File: config.mk
export PLATFORM = sky130hd
export DESIGN_NAME = bram_rd_arbiter_flat
export DESIGN_NICKNAME = d
export VERILOG_FILES = /design/src/rtl/bram_rd_arbiter_if.sv /design/src/rtl/bram_rd_arbiter.sv /design/src/flat_wrapper.sv
export SDC_FILE = /design/constraint.sdc
export NUM_CORES = 1
export LEC_CHECK = 0
export ABC_AREA = 1
export CORE_UTILIZATION = 25
export DETAILED_ROUTE_END_ITERATION = 16
export PLACE_DENSITY_LB_ADDON = 0.1
export SKIP_CTS_REPAIR_TIMING = 1
export SYNTH_ARGS = -nofsm -noshare
export SYNTH_HDL_FRONTEND = slang
export SYNTH_HIERARCHICAL = 1
export SYNTH_SLANG_ARGS = --single-unit
File: constraint.sdc
create_clock -name clk -period 3.6 [get_ports clk]
set_clock_uncertainty 0.1 [all_clocks]
set_input_delay 1.08 -clock clk [delete_from_list [all_inputs] [get_ports clk]]
set_output_delay 1.08 -clock clk [all_outputs]
set_load 0.01 [all_outputs]
File: src/rtl/bram_rd_arbiter_if.sv
// Read-request, response and write-through bundle between memory clients and bram_rd_arbiter.
interface bram_rd_arbiter_if #(
  parameter int NUM_CLIENTS = 3,
  parameter int ADDR_WIDTH  = 4,
  parameter int DATA_WIDTH  = 8
);
  logic [NUM_CLIENTS-1:0]            rd_req;
  logic [NUM_CLIENTS*ADDR_WIDTH-1:0] rd_addr;
  logic [NUM_CLIENTS-1:0]            rd_gnt;
  logic [NUM_CLIENTS-1:0]            rsp_valid;
  logic [DATA_WIDTH-1:0]             rsp_data;
  logic                              wr_en;
  logic [ADDR_WIDTH-1:0]             wr_addr;
  logic [DATA_WIDTH-1:0]             wr_data;

  modport master (
    output rd_req, rd_addr, wr_en, wr_addr, wr_data,
    input  rd_gnt, rsp_valid, rsp_data
  );

  modport slave (
    input  rd_req, rd_addr, wr_en, wr_addr, wr_data,
    output rd_gnt, rsp_valid, rsp_data
  );
endinterface

File: src/rtl/bram_rd_arbiter.sv
// Round-robin share of one bram_1r1w read port; fixed 1-cycle response latency.
// No request buffering: ungranted clients hold their request, writes are never stalled.

module bram_1r1w #(
  parameter int ADDR_WIDTH = 4,
  parameter int DATA_WIDTH = 8
) (
  input  logic                  clk,
  input  logic                  wr_en,
  input  logic [ADDR_WIDTH-1:0] wr_addr,
  input  logic [DATA_WIDTH-1:0] wr_data,
  input  logic [ADDR_WIDTH-1:0] rd_addr,
  output logic [DATA_WIDTH-1:0] rd_data
);
  logic [DATA_WIDTH-1:0] mem [2**ADDR_WIDTH];

  // Read samples the array before this edge's write lands: old data on collision.
  always_ff @(posedge clk) begin
    if (wr_en) mem[wr_addr] <= wr_data;
    rd_data <= mem[rd_addr];
  end
endmodule

module bram_rd_arbiter #(
  parameter int NUM_CLIENTS = 3,
  parameter int ADDR_WIDTH  = 4,
  parameter int DATA_WIDTH  = 8,
  parameter bit BYPASS      = 1'b1
) (
  input  logic              clk,
  input  logic              reset,
  bram_rd_arbiter_if.slave  bus
);
  localparam int PW = (NUM_CLIENTS > 1) ? $clog2(NUM_CLIENTS) : 1;

  logic [PW-1:0]          rr_ptr;
  logic [PW-1:0]          gnt_idx;
  logic                   gnt_any;
  logic [NUM_CLIENTS-1:0] gnt;
  logic [ADDR_WIDTH-1:0]  ram_rd_addr;
  logic [DATA_WIDTH-1:0]  ram_q;
  logic                   collide;
  logic                   fwd_hit;
  logic [DATA_WIDTH-1:0]  fwd_data;

  // Scan from rr_ptr upward, wrapping explicitly so non-power-of-2 counts work.
  always_comb begin
    gnt_any = 1'b0;
    gnt_idx = '0;
    for (int i = 0; i < NUM_CLIENTS; i++) begin
      int idx;
      idx = int'(rr_ptr) + i;
      if (idx >= NUM_CLIENTS) idx = idx - NUM_CLIENTS;
      if (!gnt_any && bus.rd_req[idx]) begin
        gnt_any = 1'b1;
        gnt_idx = PW'(idx);
      end
    end
  end

  always_comb begin
    gnt = '0;
    if (gnt_any) gnt[gnt_idx] = 1'b1;
  end

  assign bus.rd_gnt  = gnt;
  assign ram_rd_addr = bus.rd_addr[gnt_idx*ADDR_WIDTH +: ADDR_WIDTH];
  assign collide     = BYPASS && gnt_any && bus.wr_en && (bus.wr_addr == ram_rd_addr);

  always_ff @(posedge clk or posedge reset) begin
    if (reset) begin
      rr_ptr        <= '0;
      bus.rsp_valid <= '0;
      fwd_hit       <= 1'b0;
      fwd_data      <= '0;
    end else begin
      if (gnt_any) begin
        rr_ptr <= (gnt_idx == PW'(NUM_CLIENTS - 1)) ? '0 : gnt_idx + PW'(1);
      end
      bus.rsp_valid <= gnt;
      fwd_hit       <= collide;
      if (collide) fwd_data <= bus.wr_data;
    end
  end

  bram_1r1w #(
    .ADDR_WIDTH(ADDR_WIDTH),
    .DATA_WIDTH(DATA_WIDTH)
  ) u_ram (
    .clk     (clk),
    .wr_en   (bus.wr_en),
    .wr_addr (bus.wr_addr),
    .wr_data (bus.wr_data),
    .rd_addr (ram_rd_addr),
    .rd_data (ram_q)
  );

  assign bus.rsp_data = fwd_hit ? fwd_data : ram_q;
endmodule

File: src/flat_wrapper.sv
// flat-port wrapper written by rule: the top's interface ports become plain ports
module bram_rd_arbiter_flat 
#(
  parameter int NUM_CLIENTS = 3,
  parameter int ADDR_WIDTH  = 4,
  parameter int DATA_WIDTH  = 8,
  parameter bit BYPASS      = 1'b1
)
  (clk, reset, bus_rd_req, bus_rd_addr, bus_wr_en, bus_wr_addr, bus_wr_data, bus_rd_gnt, bus_rsp_valid, bus_rsp_data);
  bram_rd_arbiter_if #(.NUM_CLIENTS(NUM_CLIENTS), .ADDR_WIDTH(ADDR_WIDTH), .DATA_WIDTH(DATA_WIDTH)) bus_i ();
  input  logic clk;
  input  logic reset;
  input wire logic [$bits(bus_i.rd_req)-1:0] bus_rd_req;
  input wire logic [$bits(bus_i.rd_addr)-1:0] bus_rd_addr;
  input wire logic [$bits(bus_i.wr_en)-1:0] bus_wr_en;
  input wire logic [$bits(bus_i.wr_addr)-1:0] bus_wr_addr;
  input wire logic [$bits(bus_i.wr_data)-1:0] bus_wr_data;
  output wire logic [$bits(bus_i.rd_gnt)-1:0] bus_rd_gnt;
  output wire logic [$bits(bus_i.rsp_valid)-1:0] bus_rsp_valid;
  output wire logic [$bits(bus_i.rsp_data)-1:0] bus_rsp_data;
  assign bus_i.rd_req = bus_rd_req;
  assign bus_i.rd_addr = bus_rd_addr;
  assign bus_i.wr_en = bus_wr_en;
  assign bus_i.wr_addr = bus_wr_addr;
  assign bus_i.wr_data = bus_wr_data;
  assign bus_rd_gnt = bus_i.rd_gnt;
  assign bus_rsp_valid = bus_i.rsp_valid;
  assign bus_rsp_data = bus_i.rsp_data;
  bram_rd_arbiter #(.NUM_CLIENTS(NUM_CLIENTS), .ADDR_WIDTH(ADDR_WIDTH), .DATA_WIDTH(DATA_WIDTH), .BYPASS(BYPASS)) u_core (.clk(clk), .reset(reset), .bus(bus_i));
endmodule
==> results.sh, run 1 <==
export IMPL_drive_above_1_share_pct=16.1
export IMPL_diodes=0
export IMPL_grt_total_usage_pct=13.5
export IMPL_area_delta_synth_final_pct=25.9
export IMPL_avgSynthCellArea_sq_um=10.0
export IMPL_io_buffers=43
export IMPL_dpl_cell_count=1102
export IMPL_setup_viol=0
export IMPL_drt_wirelength_per_cell_microns=16.0
export IMPL_cts_clk_slew_worst_paths_ns=0.06
export IMPL_grt_pass1_vias=4912
export IMPL_ys_types=32
export IMPL_top_layer="met4"
export IMPL_path_max_fanout=3
export IMPL_syn_nets=723
export IMPL_drv_cap=0
export IMPL_clkSinkCount=150
export IMPL_period_share_pct=96.7
export IMPL_die_height_microns=168
export IMPL_io_pins=44
export IMPL_crit_chain="dlymetal6s2s_1 -> inv_1 -> nand2_1 -> nand3_1 -> nand2_2 -> nand3_1 -> nand2_2 -> nor2_8 -> nand2_2 -> a21oi_2 -> buf_2"
export IMPL_first_pass_iters=4
export IMPL_rows=60
export IMPL_path_common_cell="nand2_2"
export IMPL_drtIter0Drc=254
export IMPL_dieArea_sq_mm=0.0283
export IMPL_fmax_ghz=0.287
export IMPL_cp_required_ns=2.42
export IMPL_wl_met3_microns=529
export IMPL_path_class="in -> out"
export IMPL_status="finished, final reports clean"
export IMPL_h_tree_depth=4
export IMPL_grt_overflow_total=0
export IMPL_syn_area_sq_mm=0.00691
export IMPL_utilization_pct=32.2
export IMPL_place_hpwl_microns=12400
export IMPL_cts_root_buf="clkbuf_16"
export IMPL_routabilityCongestion=0.795
export IMPL_synth_seq_cells=150
export IMPL_final_cell_mix="nand2_1 (207), edfxtp_1 (128), inv_1 (111)"
export IMPL_start_util_pct=25.6
export IMPL_vias=4764
export IMPL_worstPathArrival_ns=2.30
export IMPL_slew_headroom_pct=46.0
export IMPL_m1WireLength_microns=8060
export IMPL_routed_wl_microns=18100
export IMPL_layout_commonest_cell="nand2_1"
export IMPL_crit_path_max_incr_delay_ns=0.16
export IMPL_cts_tree="yes"
export IMPL_vias_per_cell=4.20
export IMPL_grt_start_max_net_pins=39
export IMPL_worstSetupEndpointType="primary output"
export IMPL_nets=814
export IMPL_grt_pass1_wl_microns=28300
export IMPL_ant_nets=0
export IMPL_timing_hold_ws_ns=0.373
export IMPL_setup_tns_ns=0
export IMPL_ys_seq_area_share_pct=63.0
export IMPL_final_min_clock_period_ns=3.48
export IMPL_worst_pin_slew_ns=0.808
export IMPL_slew_viol_final=0
export IMPL_drc=0
export IMPL_clockBufferDepth=2
export IMPL_start_kind="input port"
export IMPL_die_w_microns=168
export IMPL_fin_cells=1134
export IMPL_hp_class="reg -> reg"
export IMPL_synthCells=689
export IMPL_slowest_stage="dlymetal6s2s_1"
export IMPL_hold_viol=0
export IMPL_yosys_warnings=6
export IMPL_worstSkewPairLatency_ns=0.42
export IMPL_grt_antenna_before_repair=0
export IMPL_wl_met2_microns=9300
export IMPL_fp_coreArea_sq_mm=0.0270
export IMPL_cts_buffers=17
## synthesized netlist by cell type
cell / count / share of area (%)
a21oi_1: 1 / 0.072
a31oi_1: 1 / 0.091
buf_1: 1 / 0.054
buf_2: 13 / 0.94
buf_4: 4 / 0.43
buf_6: 6 / 0.98
clkbuf_1: 1 / 0.054
clkinv_2: 1 / 0.072
dfrtp_1: 14 / 5.1
dfxtp_1: 8 / 2.3
edfxtp_1: 128 / 56
ha_1: 4 / 0.72
inv_1: 112 / 6.1
inv_2: 5 / 0.27
inv_4: 1 / 0.091
mux2_2: 8 / 1.3
nand2_1: 209 / 11
nand2_2: 8 / 0.72
nand2_4: 2 / 0.33
nand3_1: 109 / 7.9
nand3_2: 5 / 0.72
nand3_4: 2 / 0.51
nand3b_1: 3 / 0.33
nand4_1: 15 / 1.4
nor2_1: 18 / 0.98
nor2_4: 3 / 0.49
nor2_8: 1 / 0.29
nor3_1: 1 / 0.072
o21ai_0: 1 / 0.072
o21ai_2: 1 / 0.13
o22ai_1: 2 / 0.18
xnor2_4: 1 / 0.40
## per-layer routing
metal / up-vias / global-route usage (%)
met3: 14 / 2.49
met5: - / 0
li1: 2428 / -
met1: 2261 / 16.6
met2: 61 / 24.0
met4: 0 / 3.83
## critical path, delay by kind of cell
kind            cells  cell delay [ns]
simple gates        7             0.68
compound gates      1             0.13
buf+inv             3             0.40
## cell families (layout without fill, tap and decap cells)
logic type,count (synthesis),after routing,share of synthesized area [%]
fa+ha+maj,4,4,0.724
simple gates,376,376,25.0
buf+inv,144,248,8.98
flops,150,150,63.0
xor+xnor,1,1,0.398
mux,8,8,1.30
compound gates,6,6,0.543
## final timing paths
| path | slack, ns | from | depth (start not counted) | endpoint |
|---|---|---|---|---|
| max | 0.12 | bus_rd_req[1] | 11 | bus_rd_gnt[0] |
| min | 0.37 | u_core/fwd_data[5] | 2 | u_core/fwd_data[5] |
| max reg2reg | 0.44 | u_core/rr_ptr[0] | 21 | u_core/u_ram/rd_data[5] |
| min reg2reg | 0.37 | u_core/fwd_data[5] | 2 | u_core/fwd_data[5] |
| max in group asynchronous | 2.05 | reset | 2 | u_core/rr_ptr[1] |
| min in group asynchronous | 0.94 | reset | 2 | u_core/fwd_hit |
## cell type report
cell class | instances | area, sq um
fill | 2767 | 18300
sequential | 150 | 4350
multi-input combinational | 395 | 1970
timing repair buffer | 97 | 935
clock buffer | 25 | 518
inverter | 119 | 453
tap | 341 | 427
clock inverter | 7 | 41.3
## metrics by stage
step	area (sq um)	setup slack (ns)
detailed placement	8100	-0.668
floorplan	6910	0.401
CTS	8650	-0.675
global placement	8100	-0.584
global route	8700	-0.0167
finish	8700	0.119
## state kept, by name, summed over array words and instances, names as in the netlist
name                  cells
u_core/u_ram/mem        128
u_core/fwd_data           8
u_core/u_ram/rd_data      8
u_core/bus.rsp_valid      3
u_core/rr_ptr             2
u_core/fwd_hit            1
Power of run 1 is not shown: default switching activity piles up to over one toggle a cycle in this logic, so the estimate is an artifact.
==> inputs of run 2 (changes only) <==
Settings changed: CORE_MARGIN set to 4.
==> results.sh, run 2 (synthesis gave the netlist of run 1 again) <==
export IMPL_place_hpwl_microns=13400
export IMPL_hold_depth=2
export IMPL_clkSinkCount=150
export IMPL_worstSetupEndpointType="primary output"
export IMPL_slew_viol_final=0
export IMPL_path_max_fanout=6
export IMPL_path_class="reg -> out"
export IMPL_largest_reg_flops=128
export IMPL_grt_overflow_total=0
export IMPL_period_share_pct=95.1
export IMPL_dpl_cell_count=1142
export IMPL_worstPathArrival_ns=2.24
export IMPL_rows=60
export IMPL_grt_pass1_wl_microns=29600
export IMPL_holdPathEnd="u_core/fwd_data[6]"
export IMPL_ant_nets=0
export IMPL_routabilityCongestion=0.858
export IMPL_drtIter0Drc=284
export IMPL_setup_ws_ns=0.177
export IMPL_setup_tns_ns=0
export IMPL_drt_wirelength_per_cell_microns=16.3
export IMPL_first_pass_iters=4
export IMPL_drv_cap=0
export IMPL_worst_pin_slew_ns=0.595
export IMPL_r2r_end="u_core/u_ram/rd_data[3]"
export IMPL_top_regs="u_core/u_ram/mem x128, u_core/fwd_data x8, u_core/u_ram/rd_data x8"
export IMPL_rr_worst_depth=21
export IMPL_cts_clk_slew_worst_paths_ns=0.06
export IMPL_cts_root_buf="clkbuf_16"
export IMPL_vias=4874
export IMPL_grt_antenna_before_repair=0
export IMPL_cts_tree="yes"
export IMPL_routed_wl_microns=19100
export IMPL_worstSkewPairLatency_ns=0.42
export IMPL_vias_per_cell=4.15
export IMPL_final_cell_mix="nand2_1 (209), edfxtp_1 (128), inv_1 (110)"
export IMPL_die_w_microns=174
export IMPL_status="finished, final reports clean"
export IMPL_grt_total_usage_pct=12.9
export IMPL_top_register="u_core/u_ram/mem"
export IMPL_clockBufferDepth=2
export IMPL_hold_start="u_core/fwd_data[6]"
export IMPL_dieArea_sq_mm=0.0304
export IMPL_fin_cells=1174
export IMPL_final_min_clock_period_ns=3.42
export IMPL_layout_commonest_cell="nand2_1"
export IMPL_hp_class="reg -> reg"
export IMPL_io_buffers=43
export IMPL_cp_required_ns=2.42
export IMPL_cts_buffers=17
export IMPL_fmax_ghz=0.292
export IMPL_slew_headroom_pct=60.3
export IMPL_preCtsSetupSlack_ns=-0.637
export IMPL_grt_start_max_net_pins=33
export IMPL_nets=824
export IMPL_start_util_pct=25.5
export IMPL_hold_viol=0
export IMPL_start_kind="register"
export IMPL_grt_pass1_vias=4895
export IMPL_timing_hold_ws_ns=0.369
export IMPL_io_pins=44
export IMPL_drive_above_1_share_pct=17.5
export IMPL_rsz0062_at_grt="false"
export IMPL_h_tree_depth=4
export IMPL_area_delta_synth_final_pct=28.3
export IMPL_setup_viol=0
export IMPL_fill_cells=2778
export IMPL_r2r_start="u_core/rr_ptr[0]"
export IMPL_die_height_microns=174
export IMPL_fp_coreArea_sq_mm=0.0271
export IMPL_diodes=0
export IMPL_drc=0
export IMPL_r2r_setup_slack_ns=0.40
[run 2: stage by stage]
step	util, %	instance area [sq um]
3_5_place_dp	30.2	8190
3_3_place_gp	30.2	8190
4_1_cts	32.6	8840
6_report	32.7	8860
2_1_floorplan	-	6910
5_1_grt	32.7	8860
[run 2: routing by layer]
metal  vias up  track usage (%)  wire length (microns)
li1       2450                -                      -
met1      2326             17.6                   8990
met2        86             21.2                   9250
met3        12             2.41                    691
met4         0             3.04                    188
met5         -                0                      0
[run 2: critical path, stage by stage, from the launching register on]
cell and delay [ns]:
dfrtp_1 0.42, inv_2 0.09, ha_2 0.32, inv_4 0.10
nand2_1 0.06, nand3_1 0.07, nand2_1 0.09, nand3_1 0.10
nand2_2 0.09, nor2_8 0.11, nand2_1 0.08, a21oi_2 0.15
buf_2 0.15
[run 2: layout make-up]
type / instances / area, sq um / share of cell area (%)
clock buffers: 17 / 425 / 4.80
clock inverters: 14 / 225 / 2.54
inverters: 119 / 453 / 5.11
multi-input cells: 395 / 1950 / 22.0
flip-flops and latches: 150 / 4350 / 49.1
well taps: 372 / 465 / 5.25
repair buffers: 107 / 986 / 11.1
[run 2: how the worst max path moves through the flow]
stage	from	to	slack (ns)	cells past startpoint
floorplan	bus_rd_req[2]	bus_rd_gnt[0]	0.40	8
global placement	bus_rd_req[2]	bus_rd_gnt[0]	-0.59	10
detailed placement	bus_rd_req[2]	bus_rd_gnt[0]	-0.64	10
CTS	bus_rd_req[2]	bus_rd_gnt[0]	-0.65	10
global route	u_core/rr_ptr[1]	bus_rd_gnt[2]	0.008	12
finish	u_core/rr_ptr[0]	bus_rd_gnt[0]	0.18	12
Power of run 2 is left out for the same reason.
==> inputs of run 3 (changes only) <==
Settings changed: CORE_UTILIZATION 25 to 55.
==> results.sh, run 3 (synthesis gave the netlist of run 1 again) <==
export IMPL_die_w_microns=120
export IMPL_hold_viol=0
export IMPL_cts_tree="yes"
export IMPL_worstPathArrival_ns=2.27
export IMPL_grt_pass1_wl_microns=25700
export IMPL_setup_ws_ns=0.151
export IMPL_final_min_clock_period_ns=3.45
export IMPL_rows=40
export IMPL_dieArea_sq_mm=0.0144
export IMPL_grt_overflow_total=0
export IMPL_drive_above_1_share_pct=15.4
export IMPL_preCtsSetupSlack_ns=-0.599
export IMPL_ant_nets=0
export IMPL_place_area_sq_mm=0.00781
export IMPL_io_pins=44
export IMPL_hp_class="reg -> reg"
export IMPL_grt_antenna_before_repair=0
export IMPL_final_cell_area_sq_mm=0.00845
export IMPL_cp_required_ns=2.42
export IMPL_crit_start="u_core/rr_ptr[1]"
export IMPL_cts_buffers=17
export IMPL_clockBufferDepth=2
export IMPL_grt_total_usage_pct=23.7
export IMPL_grt_start_max_net_pins=29
export IMPL_drtIter0Drc=489
export IMPL_grt_pass1_vias=4927
export IMPL_die_height_microns=120
export IMPL_top_register="u_core/u_ram/mem"
export IMPL_final_cell_mix="nand2_1 (208), edfxtp_1 (128), inv_1 (110)"
export IMPL_period_share_pct=95.8
export IMPL_setup_viol=0
export IMPL_largest_reg_flops=128
export IMPL_worstSkewPairLatency_ns=0.42
export IMPL_vias=4995
export IMPL_status="finished, final reports clean"
export IMPL_first_pass_iters=6
export IMPL_worstSetupEndpointType="primary output"
export IMPL_r2r_start="u_core/rr_ptr[1]"
export IMPL_area_delta_synth_final_pct=22.3
export IMPL_cts_clk_slew_worst_paths_ns=0.06
export IMPL_drv_cap=0
export IMPL_routed_wl_microns=16000
export IMPL_rsz0062_at_grt="true"
export IMPL_timing_hold_ws_ns=0.367
export IMPL_start_kind="register"
export IMPL_path_class="reg -> out"
export IMPL_place_hpwl_microns=10700
export IMPL_hold_start="u_core/fwd_data[2]"
export IMPL_vias_per_cell=5.24
export IMPL_start_util_pct=56.8
export IMPL_drt_wirelength_per_cell_microns=16.7
export IMPL_setup_tns_ns=0
export IMPL_h_tree_depth=4
export IMPL_fmax_ghz=0.290
export IMPL_path_max_fanout=9
export IMPL_fp_coreArea_sq_mm=0.0122
export IMPL_nets=807
export IMPL_slew_viol_final=0
export IMPL_worst_pin_slew_ns=0.793
export IMPL_io_buffers=43
export IMPL_clkSinkCount=150
export IMPL_diodes=0
export IMPL_drc=0
export IMPL_top_regs="u_core/u_ram/mem x128, u_core/fwd_data x8, u_core/u_ram/rd_data x8"
export IMPL_layout_commonest_cell="nand2_1"
export IMPL_slew_headroom_pct=47.0
export IMPL_cts_root_buf="clkbuf_16"
export IMPL_routabilityCongestion=0.908
## run 3: path summary, 6_finish.rpt
| check | endpoint | slack [ns] | cells after the start |
|---|---|---|---|
| max | bus_rd_gnt[2] | 0.15 | 12 |
| min | u_core/fwd_data[2] | 0.37 | 2 |
| max reg2reg | u_core/u_ram/rd_data[0] | 0.39 | 20 |
| min reg2reg | u_core/fwd_data[2] | 0.37 | 2 |
| max in group asynchronous | u_core/rr_ptr[0] | 2.09 | 2 |
| min in group asynchronous | u_core/fwd_data[0] | 0.92 | 2 |
## run 3: metal layers
metal	vias to the layer above	GRT usage, %	part of all wire [%]
met5	-	0	0
met4	0	9.52	2.8
met3	36	5.80	5.1
met2	164	38.5	49
met1	2380	30.6	43
li1	2415	-	-
## run 3: worst max-delay path, stage by stage (launching register included)
cell            delay (ns)
dfrtp_1               0.42
inv_1                 0.12
ha_1                  0.30
inv_2                 0.08
nand2_1               0.08
nand3_2               0.10
nand2_4               0.09
nand3_4               0.10
nor2_4                0.15
nor2_8                0.04
buf_4                 0.16
inv_4                 0.05
dlymetal6s2s_1        0.15
## run 3: area by class of cell
class / count / area [sq um]
flip-flops and latches: 150 / 4350
fillers: 900 / 3710
multi-input cells: 395 / 1950
repair buffers: 90 / 866
inverters: 119 / 450
clock buffers: 19 / 433
well taps: 168 / 210
clock inverters: 13 / 180
## run 3: stage by stage
| stage | util, % | std cells |
|---|---|---|
| after floorplan | - | 689 |
| after global placement | 64.2 | 921 |
| after detailed placement | 64.2 | 921 |
| after CTS | 69.2 | 953 |
| after global routing | 69.5 | 954 |
| final | 69.5 | 954 |
Power of run 3 is left out for the same reason.
